**src/rtl/digit_entry_encoder.sv**
```systemverilog
// Collects one or two BCD keypad digits and commits them as a binary value on enter.
// A partial entry left idle too long is discarded by an inactivity timer.
module digit_entry_encoder #(
    parameter int DATA_W         = 5,
    parameter int MAX_VALUE      = 15,
    parameter int TIMEOUT_CYCLES = 50000000
) (
    input  logic              clk,
    input  logic              reset,
    input  logic [3:0]        digit_in,
    input  logic              digit_valid,
    input  logic              enter,
    input  logic              clear,
    output logic [DATA_W-1:0] data,
    output logic              data_valid,
    output logic              error,
    output logic              timeout,
    output logic [1:0]        entry_count
);

    // state | meaning
    // IDLE  | no digits held
    // ONE   | first digit held
    // TWO   | first and second digits held
    localparam logic [1:0] IDLE = 2'd0;
    localparam logic [1:0] ONE  = 2'd1;
    localparam logic [1:0] TWO  = 2'd2;

    localparam bit TIMEOUT_EN = (TIMEOUT_CYCLES > 0);
    localparam int TMR_W      = (TIMEOUT_CYCLES > 1) ? $clog2(TIMEOUT_CYCLES) : 1;
    localparam logic [TMR_W-1:0] TMR_LAST = TIMEOUT_EN ? TMR_W'(TIMEOUT_CYCLES - 1) : '0;

    logic [1:0]        state, state_nx;
    logic [3:0]        first, first_nx;
    logic [3:0]        second, second_nx;
    logic [TMR_W-1:0]  timer, timer_nx;
    logic [DATA_W-1:0] data_nx;
    logic              data_valid_nx, error_nx, timeout_nx;
    logic [6:0]        value;
    logic              digit_ok;
    logic              timer_at_last;

    // Held digits are always 0..9, so the two-digit value never exceeds 99.
    assign value         = (state == TWO) ? (7'(first) * 7'd10 + 7'(second)) : 7'(first);
    assign digit_ok      = (digit_in <= 4'd9);
    assign timer_at_last = TIMEOUT_EN && (timer == TMR_LAST);
    assign entry_count   = state;

    always_comb begin
        state_nx      = state;
        first_nx      = first;
        second_nx     = second;
        data_nx       = data;
        data_valid_nx = 1'b0;
        error_nx      = 1'b0;
        timeout_nx    = 1'b0;
        // Saturating count so a rejected digit on the last cycle still lets the timeout fire next.
        if (state == IDLE || !TIMEOUT_EN) begin
            timer_nx = '0;
        end else if (timer_at_last) begin
            timer_nx = timer;
        end else begin
            timer_nx = timer + TMR_W'(1);
        end

        if (clear) begin
            state_nx = IDLE;
            timer_nx = '0;
        end else if (enter) begin
            timer_nx = '0;
            if (state != IDLE) begin
                state_nx = IDLE;
                if (value <= 7'(MAX_VALUE)) begin
                    data_nx       = DATA_W'(value);
                    data_valid_nx = 1'b1;
                end else begin
                    error_nx = 1'b1;
                end
            end
        end else if (digit_valid) begin
            if (!digit_ok || state == TWO) begin
                error_nx = 1'b1;
            end else if (state == IDLE) begin
                first_nx = digit_in;
                state_nx = ONE;
                timer_nx = '0;
            end else begin
                second_nx = digit_in;
                state_nx  = TWO;
                timer_nx  = '0;
            end
        end else if (state != IDLE && timer_at_last) begin
            state_nx   = IDLE;
            timeout_nx = 1'b1;
            timer_nx   = '0;
        end
    end

    always_ff @(posedge clk) begin
        if (reset) begin
            state      <= IDLE;
            first      <= '0;
            second     <= '0;
            timer      <= '0;
            data       <= '0;
            data_valid <= 1'b0;
            error      <= 1'b0;
            timeout    <= 1'b0;
        end else begin
            state      <= state_nx;
            first      <= first_nx;
            second     <= second_nx;
            timer      <= timer_nx;
            data       <= data_nx;
            data_valid <= data_valid_nx;
            error      <= error_nx;
            timeout    <= timeout_nx;
        end
    end

endmodule
```
**config.mk**
```make
export PLATFORM = sky130hd
export DESIGN_NAME = digit_entry_encoder
export DESIGN_NICKNAME = d
export VERILOG_FILES = /design/src/rtl/digit_entry_encoder.sv
export SDC_FILE = /design/constraint.sdc
export NUM_CORES = 1
export LEC_CHECK = 0
export BUFFER_PORTS_ARGS = -buffer_cell sky130_fd_sc_hd__buf_4
export CAP_MARGIN = 5
export CORE_MARGIN = 5
export CORE_UTILIZATION = 48
export CTS_CLUSTER_SIZE = 25
export DETAILED_ROUTE_END_ITERATION = 10
export PLACE_DENSITY = 0.66
export RECOVER_POWER = 25
export SETUP_SLACK_MARGIN = 0.5
export SYNTH_ARGS = -nofsm -noshare
export SYNTH_HDL_FRONTEND = slang
export SYNTH_SLANG_ARGS = --single-unit
```
**constraint.sdc**
```tcl
create_clock -name clk -period 3.2 [get_ports clk]
set_input_delay 0 -clock clk [delete_from_list [all_inputs] [get_ports clk]]
set_output_delay 0 -clock clk [all_outputs]
set_load 0.05 [all_outputs]
```
== Word-level counts from Yosys, hierarchy flattened ==
Cells that the tools add are included.

* Flip-flop bits (word level): 44
* Input port bits: 9
* Output and inout port bits: 10
* Logic and storage cells: 55

* Add/subtract/negate cells: 2
* Multiply operators: 1
* $lt $le $gt $ge: 2
* Eq/ne operators: 4
* Mux-type cells: 19
* Bitwise gates (word level): 5
* Reductions and logical operators: 14

{| class="wikitable"
|+ Operators with widths
! kind !! number
|-
| $mux 26 || 5
|-
| $add 26x1->26 const B || 1
|-
| $eq 26x26->1 const B || 1
|-
| $mux 2 || 6
|-
| $reduce_and 5->1 || 2
|-
| $reduce_or 4->1 || 2
|-
| $add 7x4->7 || 1
|-
| $le 7x4->1 const B || 1
|-
| $mux 1 || 7
|-
| $mux 7 || 1
|-
| $mul 4x3->6 const B || 1
|-
| $not 1->1 || 5
|-
| $le 4x4->1 const B || 1
|-
| $reduce_and 4->1 || 1
|-
| $ne 3x3->1 const B || 1
|-
| $reduce_and 3->1 || 1
|-
| $reduce_bool 3->1 || 1
|-
| $reduce_or 3->1 || 1
|-
| $eq 2x2->1 const B || 1
|-
| $logic_not 2->1 || 1
|-
| $ne 2x1->1 const B || 1
|-
| $reduce_bool 2->1 || 1
|-
| $reduce_or 2->1 || 1
|-
| $logic_and 1x1->1 || 1
|-
| 2 further kinds || 2
|}

== Logic depth before layout (Yosys ltp) ==
Gate-level depths: netlist of run 1.

* Depth after elaboration: 7
* Mapped depth: 9
* Mapped depth without buffers: 9

== Worst setup path after synthesis of run 1 ==
OpenSTA, ideal clock, no wires.

* Path type: register to register
* Start: reg first[1]
* End: reg data[0]
* Setup time: 0.121 ns
* Arrival: 2.372 ns
* Required time: 3.079 ns
* Slack: 0.707 ns
* Cell stages (with the launch flop): 10
* Path buffers: 0
* Period minus slack after synthesis: 2.493 ns
* Path through: dfxtp_1 ha_1 ha_1 inv_1 fa_1 xnor2_1 and3_1 o211a_1 o21ai_1 mux2_2

* Cells in the longest elaborated chain, start to end: 5

{| class="wikitable"
|+ Ends and longest elaborated chain
! item !! RTL line !! source
|-
| start, declared || 34 || <nowiki>logic [3:0] first, first_nx;</nowiki>
|-
| start signal, assigned || 111 || <nowiki>first <= first_nx;</nowiki>
|-
| $mul 4x3->6 || 44 || <nowiki>assign value = (state == TWO) ? (7'(first) * 7'd10 + 7'(second)) : 7'(first);</nowiki>
|-
| $add 7x4->7 || 44 ||
|-
| $mux 7 (*) || 44 ||
|-
| $le 7x4->1 (*) || 73 || <nowiki>if (value <= 7'(MAX_VALUE)) begin</nowiki>
|-
| $reduce_and 4->1 (no line) (*) || - ||
|-
| end signal, assigned || 114 || <nowiki>data <= data_nx;</nowiki>
|-
| end, declared || 14 || <nowiki>output logic [DATA_W-1:0] data,</nowiki>
|}

Every way passes the cells marked *; elsewhere a longest branch is shown, timed or not.
A chain may end at the register's enable or synchronous reset.

== Worst setup path after layout of run 1 ==
Same ends and word-level chain as after synthesis.

==> metrics, run 1 <==
setup ws final=between 0.6 and 0.7 ns; Setup WS pre-CTS=about 0.50 ns; dpl hpwl=3160 um; Worst Path Max Fanout=6; nets=~300; post-synthesis net count=274; maximum vdd drop=approximately 0.00021 V; final WL=~4500 um; Die Ht=78.1 um; max-slew violations=0; vias post-DR=1816; Worst Max-Slew Pin Slew=~0.72 ns; Clock Sink Count=44; post-CTS setup buffer count=0; Synth Cell Area=between 0.002 and 0.0025 mm2; number of global-route vias before repair=roughly 1700; worst path cell trace=ha_1 > ha_1 > inv_1 > fa_1 > inv_1 > o41ai_1 > o21ai_4 > mux2_2; Residual DRC=0; total power draw=approximately 1.2 mW; sequential area share after synthesis=0.396; first-pass GRT wire length=~7600 um; period utilization=0.801; TritonCTS clock tree=yes; layout cells sized above 1=0.0968; clk_skew=0.00297 ns; Hold Fails Final Rpt=0; worst reg2reg startpoint=first[1]; Area growth, synth to finish=15.2%; worst skew pair latency=roughly 0.3 ns; most frequent cells in the layout=dfxtp_1, nor2_1, xnor2_1; Ys Warns=0; GPL Wtd Cong=0.793; DR pass1 iterations=4; Final Core Density=0.581; Setup CP Type=register to register; Async SR Flop Fraction=0; Filler Cell Count=421; crit path DAT=2.76 ns; Finished Cell Area=between 0.002 and 0.003 mm2; crit path capture type=register; area post-placement=about 0.0024 mm2; RSZ-0062 raised after global routing=false; Root Buffer=clkbuf_8; Final TNS setup=0 ns; Worst slew margin=0.519; Slowest-stage cell, CP=o41ai_1; # Max-Cap Violations=0; Critical Path RT=between 3 and 4 ns; Clock transition at path regs=~0.080 ns; fmax=390 MHz; top_reg_cell synth=dfxtp_1; CTS max path bufs=2; num ports=19; Port Buf Inserts=18; core area=0.00441 mm2; final setup vio count=0; H-tree levels=2; die span in x=78.1 um; global-route usage over all layers=0.150; Syn Area/Cell=~8.7 um2; worst hold path type=input pin to register; Iter 0 DRT Violations=65; Yosys cell types=43; most common cell after layout, fill and taps aside=dfxtp_1; initial core utilization=0.504; Crit path largest cell delay=about 0.64 ns; Mapped Cells=255; Setup crit start=first[1]; largest net degree at the start of global routing=21; Cell Rows=24; post-route minimum period=between 2 and 3 ns; Die ar.=between 0.006 and 0.007 mm2; status=finished clean; antenna cell count=0; total gr overflow=0; Post-synth EDFFs=0; Critical Path Start Type=register; drt wl/cell=13.6 um; PD cells=about 460 mW/mm2; Pleak=0.935 nW; Yosys reg bits=between 40 and 50; number of CTS-inserted buffers=5; worst hold start=reset; number of routed nets with antenna violations=0; drt via density=approximately 5.5; initial antenna violation count=0
-- registers in the layout, indices dropped and copies added (netlist names) --
| signal | cells |
|---|---|
| timer | 26 |
| data | 5 |
| first | 4 |
| second | 4 |
| entry_count | 2 |
| data_valid | 1 |
| error | 1 |
| timeout | 1 |
-- cells in the mapped netlist, types with 6 or more instances --
cell type / n / area share
nor3_1: 12 / 0.027
clkbuf_1: 6 / 0.010
nand4_1: 6 / 0.017
dfxtp_1: 44 / 0.40
nand2_1: 15 / 0.025
nand3_1: 13 / 0.029
ha_1: 8 / 0.045
mux2i_1: 11 / 0.049
nor2_1: 39 / 0.066
a21oi_1: 6 / 0.013
xnor2_1: 19 / 0.075
inv_1: 14 / 0.024
-- worst max-delay path: cells and delay by family, from the launching register on --
family                   cells  cell delay [ns]
AO/OA/AOI/OAI                2             0.79
adder cells (fa/ha/maj)      3             0.90
buffers and inverters        2             0.11
flip-flops                   1             0.38
multiplexers                 1             0.29
-- report_power, final --
group | internal (mW) | switching [mW]
Clock | 0.390 | 0.197
Combinational | 0.0191 | 0.0224
Sequential | 0.549 | 0.00225
Total | 0.959 | 0.221
-- cell type report --
cell class	count	area, um2	share of cell area
multi-input cells	189	1250	0.488
clock inverters	3	90.1	0.0351
clock buffers	5	68.8	0.0268
flip-flops and latches	44	881	0.343
well taps	52	65.1	0.0254
repair buffers	24	155	0.0605
inverters	14	52.6	0.0205
-- what timing repair did --
item	4_1_cts	5_1_grt
hold buffers	5	0
endpoints found under the hold margin	9	0
resized for setup	1	1
setup endpoints to repair	4	2
-- layer usage --
metal	share of wire	track usage	vias to the layer above
met2	0.45	0.227	30
met1	0.50	0.200	849
met5	0	0	-
met3	0.035	0.0435	8
li1	-	-	929
met4	0.015	0.0642	0
-- per-stage QoR --
| step | hold slack (ns) | std cells |
|---|---|---|
| floorplan | 0.144 | 255 |
| global placement | 0.250 | 318 |
| detailed placement | 0.249 | 318 |
| CTS | 0.0105 | 331 |
| global route | 0.0233 | 331 |
| finish | 0.0121 | 331 |
-- logic make-up (layout without fill, tap and decap cells) --
group | after synthesis | count (layout) | share of synthesized area
muxes | 15 | 15 | 0.0697
AOI/OAI and AO/OA | 23 | 23 | 0.0708
buffers and inverters | 22 | 46 | 0.0410
xor gates and xnor gates | 20 | 20 | 0.0787
adders and majority gates | 10 | 10 | 0.0630
and+or+nand+nor | 121 | 121 | 0.281
DFF | 44 | 44 | 0.396
-- worst paths after layout --
kind,depth (start not counted),end,slack [ns]
max,8,data[0],0.64
min,2,data_valid,0.01
max reg2reg,8,data[0],0.64
min reg2reg,1,data[4],0.52
No activity file was read; power rests on OpenSTA's default activity.
==> inputs of run 2 (changes only) <==
- ABC_AREA: unset -> 1
- clock period: 3.2 -> 2.5 ns (I/O delays scaled with it)
==> run 2 against run 1 <==
Global-route usage up 2.2 points. Hold slack gained 0.027 ns. Clock power fell by 19%. Die area up 11%. Register-to-register slack got worse by 0.27 ns. Area after synthesis is 13% higher. Maximum frequency increased by 20%. First-iteration DRC count increased by 62%. Power increased by 10%. Final cell count increased by 43%. Sequential power rose by 29%.
==> metrics, run 2 <==
Die Ht=82.4 um; Final TNS setup=0 ns; DR pass1 iterations=4; worst skew pair latency=around 0.30 ns; Critical Path Start Type=register; FF-to-FF End=data[3]; Die ar.=0.00679 mm2; final setup vio count=0; CTS max path bufs=2; Post-synth EDFFs=0; sequential area share after synthesis=0.350; num ports=19; Slowest-stage cell, CP=fa_1; total gr overflow=0; largest net degree at the start of global routing=15; vias post-DR=between 2000 and 2500; Setup crit start=first[1]; reg2reg path depth=13; most frequent cells in the layout=nand2_1, nor2_1, inv_1; Most flops, register=timer; Port Buf Inserts=18; max reg flops=26; R2R setup slack=approximately 0.37 ns; PD cells=roughly 440 mW/mm2; Critical Path RT=between 2 and 3 ns; status=finished clean; maximum vdd drop=~0.00025 V; largest registers=timer: 26 flops, data: 5 flops; Sw Pwr=~330 uW; Yosys top cell area share=0.350; Mapped Cells=369; GPL Wtd Cong=a little over 0.8; global-route usage over all layers=0.173; RSZ-0062 raised after global routing=true; Hold Fails Final Rpt=0; final WL=about 5400 um; Worst Max-Slew Pin Slew=around 0.8 ns; Cell Rows=26; Critical Path End=data[3]; Iter 0 DRT Violations=approximately 110; Setup CP Type=register to register; number of routed nets with antenna violations=0; number of CTS-inserted buffers=5; core area=between 0.005 and 0.006 mm2; H-tree levels=2; fmax=about 470 MHz; antenna cell count=0; initial antenna violation count=0; Worst Path Max Fanout=4; # Max-Cap Violations=0; period utilization=0.852; Yosys reg bits=44; Yosys cell types=30; initial core utilization=0.492; worst hold path type=input pin to register; most common cell after layout, fill and taps aside=nand2_1; Sequential Power Share=0.547; worst reg2reg startpoint=first[1]; number of global-route vias before repair=a little over 2000; drt wl/cell=between 10 and 15 um; dominant cell type by area after synthesis=dfxtp_1; clk_skew=between 0.01 and 0.015 ns; Crit path largest cell delay=about 0.47 ns; worst path cell trace=ha_4 > ha_4 > inv_2 > fa_1 > nand3b_1 > nand3_1 > nand2_1 > inv_2 > buf_12 > nand3_4 > nand2_2 > inv_1 > nor2_1; TritonCTS clock tree=yes; layout cells sized above 1=0.131; post-route minimum period=between 2 and 2.5 ns; Area growth, synth to finish=18.2%; max-slew violations=0; crit path capture type=register; Async SR Flop Fraction=0; dpl hpwl=4160 um; Comb pwr share=0.088; Syn Area/Cell=6.82 um2; Root Buffer=clkbuf_8; die span in x=between 80 and 90 um; drt via density=4.91; Synth Cell Area=0.00251 mm2; Clock Sink Count=between 40 and 50; first-pass GRT wire length=approximately 9100 um; Setup WS pre-CTS=approximately 0.38 ns; nets=approximately 420; Clock transition at path regs=0.09 ns; crit path DAT=about 2.4 ns; dominant cells by area after synthesis=dfxtp_1, nand2_1, nor2_1; Pleak=~1.2 nW; setup ws final=~0.37 ns; top_reg_cell synth=dfxtp_1; Residual DRC=0; sw frac=0.252; Worst slew margin=0.450; top post-synthesis cells by count=nand2_1, nor2_1, inv_1; Pint=about 980 uW; count leader, synth=nand2_1; Clk network pwr share=0.365; post-synthesis net count=about 390; Ys Warns=0
==> run 2: changes by cell type in the layout (fill, tap and decap cells not counted), moves of 5 or more <==
cell,before,now
a21oi_1,6,14
inv_1,14,51
mux2i_1,11,0
nand2_1,15,75
nand3_1,13,18
nand3_4,0,5
nor2_1,39,69
nor2_2,0,6
nor2b_1,5,0
o21ai_0,2,15
xnor2_1,19,4
xor2_1,1,10
==> run 2: critical path, delay by kind of cell, from the launching register on <==
kind	cells	cell delay, ns
fa+ha+maj	3	0.85
simple gates	6	0.59
flops	1	0.36
buf+inv	4	0.28
==> run 2: cell type report <==
| type | count | area, um2 |
|---|---|---|
| inverter | 55 | 206 |
| multi-input combinational | 268 | 1480 |
| sequential | 44 | 890 |
| clock buffer | 6 | 82.6 |
| timing repair buffer | 29 | 210 |
| tap | 70 | 87.6 |
| clock inverter | 2 | 15.0 |
| fill | 513 | 2130 |
==> run 2: metal layers <==
layer | up-vias | part of all wire | global-route usage
met3 | 7 | 0.027 | 0.0325
li1 | 1232 | - | -
met5 | - | 0 | 0
met1 | 1063 | 0.51 | 0.238
met2 | 24 | 0.45 | 0.271
met4 | 0 | 0.014 | 0.0548
==> run 2: power by group through the flow <==
stage / combinational [mW] / clock (mW) / sequential, mW
finish: 0.114 / 0.476 / 0.713
global route: 0.127 / 0.523 / 0.714
CTS: 0.114 / 0.497 / 0.713
detailed placement: 0.0977 / 0 / 0.732
global placement: 0.0971 / 0 / 0.731
floorplan: 0.0523 / 0 / 0.744
==> run 2: how the worst min path moves through the flow <==
stage	start	endpoint	slack [ns]	cells past startpoint
4_1_cts	clear	error	0.03	4
5_1_grt	clear	error	0.04	4
3_3_place_gp	reset	data_valid	0.19	2
3_5_place_dp	reset	data_valid	0.19	2
2_1_floorplan	reset	data_valid	0.07	1
6_report	clear	error	0.04	4
==> run 2: kinds of logic (layout without fill, tap and decap cells) <==
kind of cell / count (synthesis) / after routing / share of synthesized area
compound gates: 31 / 31 / 0.0632
xor+xnor: 14 / 14 / 0.0488
fa+ha+maj: 10 / 10 / 0.0557
buf+inv: 58 / 92 / 0.0925
flops: 44 / 44 / 0.350
simple gates: 212 / 213 / 0.390
==> run 2: stage by stage <==
step | instance area (um2) | utilization | power [mW] | instances | hold slack (ns)
floorplan | 2550 | - | 0.797 | 369 | 0.0724
global placement | 2750 | 0.539 | 0.829 | 455 | 0.192
detailed placement | 2750 | 0.539 | 0.830 | 455 | 0.188
CTS | 2980 | 0.584 | 1.32 | 473 | 0.0269
global route | 2970 | 0.582 | 1.36 | 474 | 0.0355
finish | 2970 | 0.582 | 1.30 | 474 | 0.0390
==> run 2: repair_timing <==
item / in CTS / in global routing
buffers inserted: 2 / 1
resized for setup: 10 / 5
hold endpoints to repair: 10 / 0
setup endpoints to repair: 7 / 20
pin swaps: 12 / 5
hold buffers: 7 / 0
cloned: 1 / 0
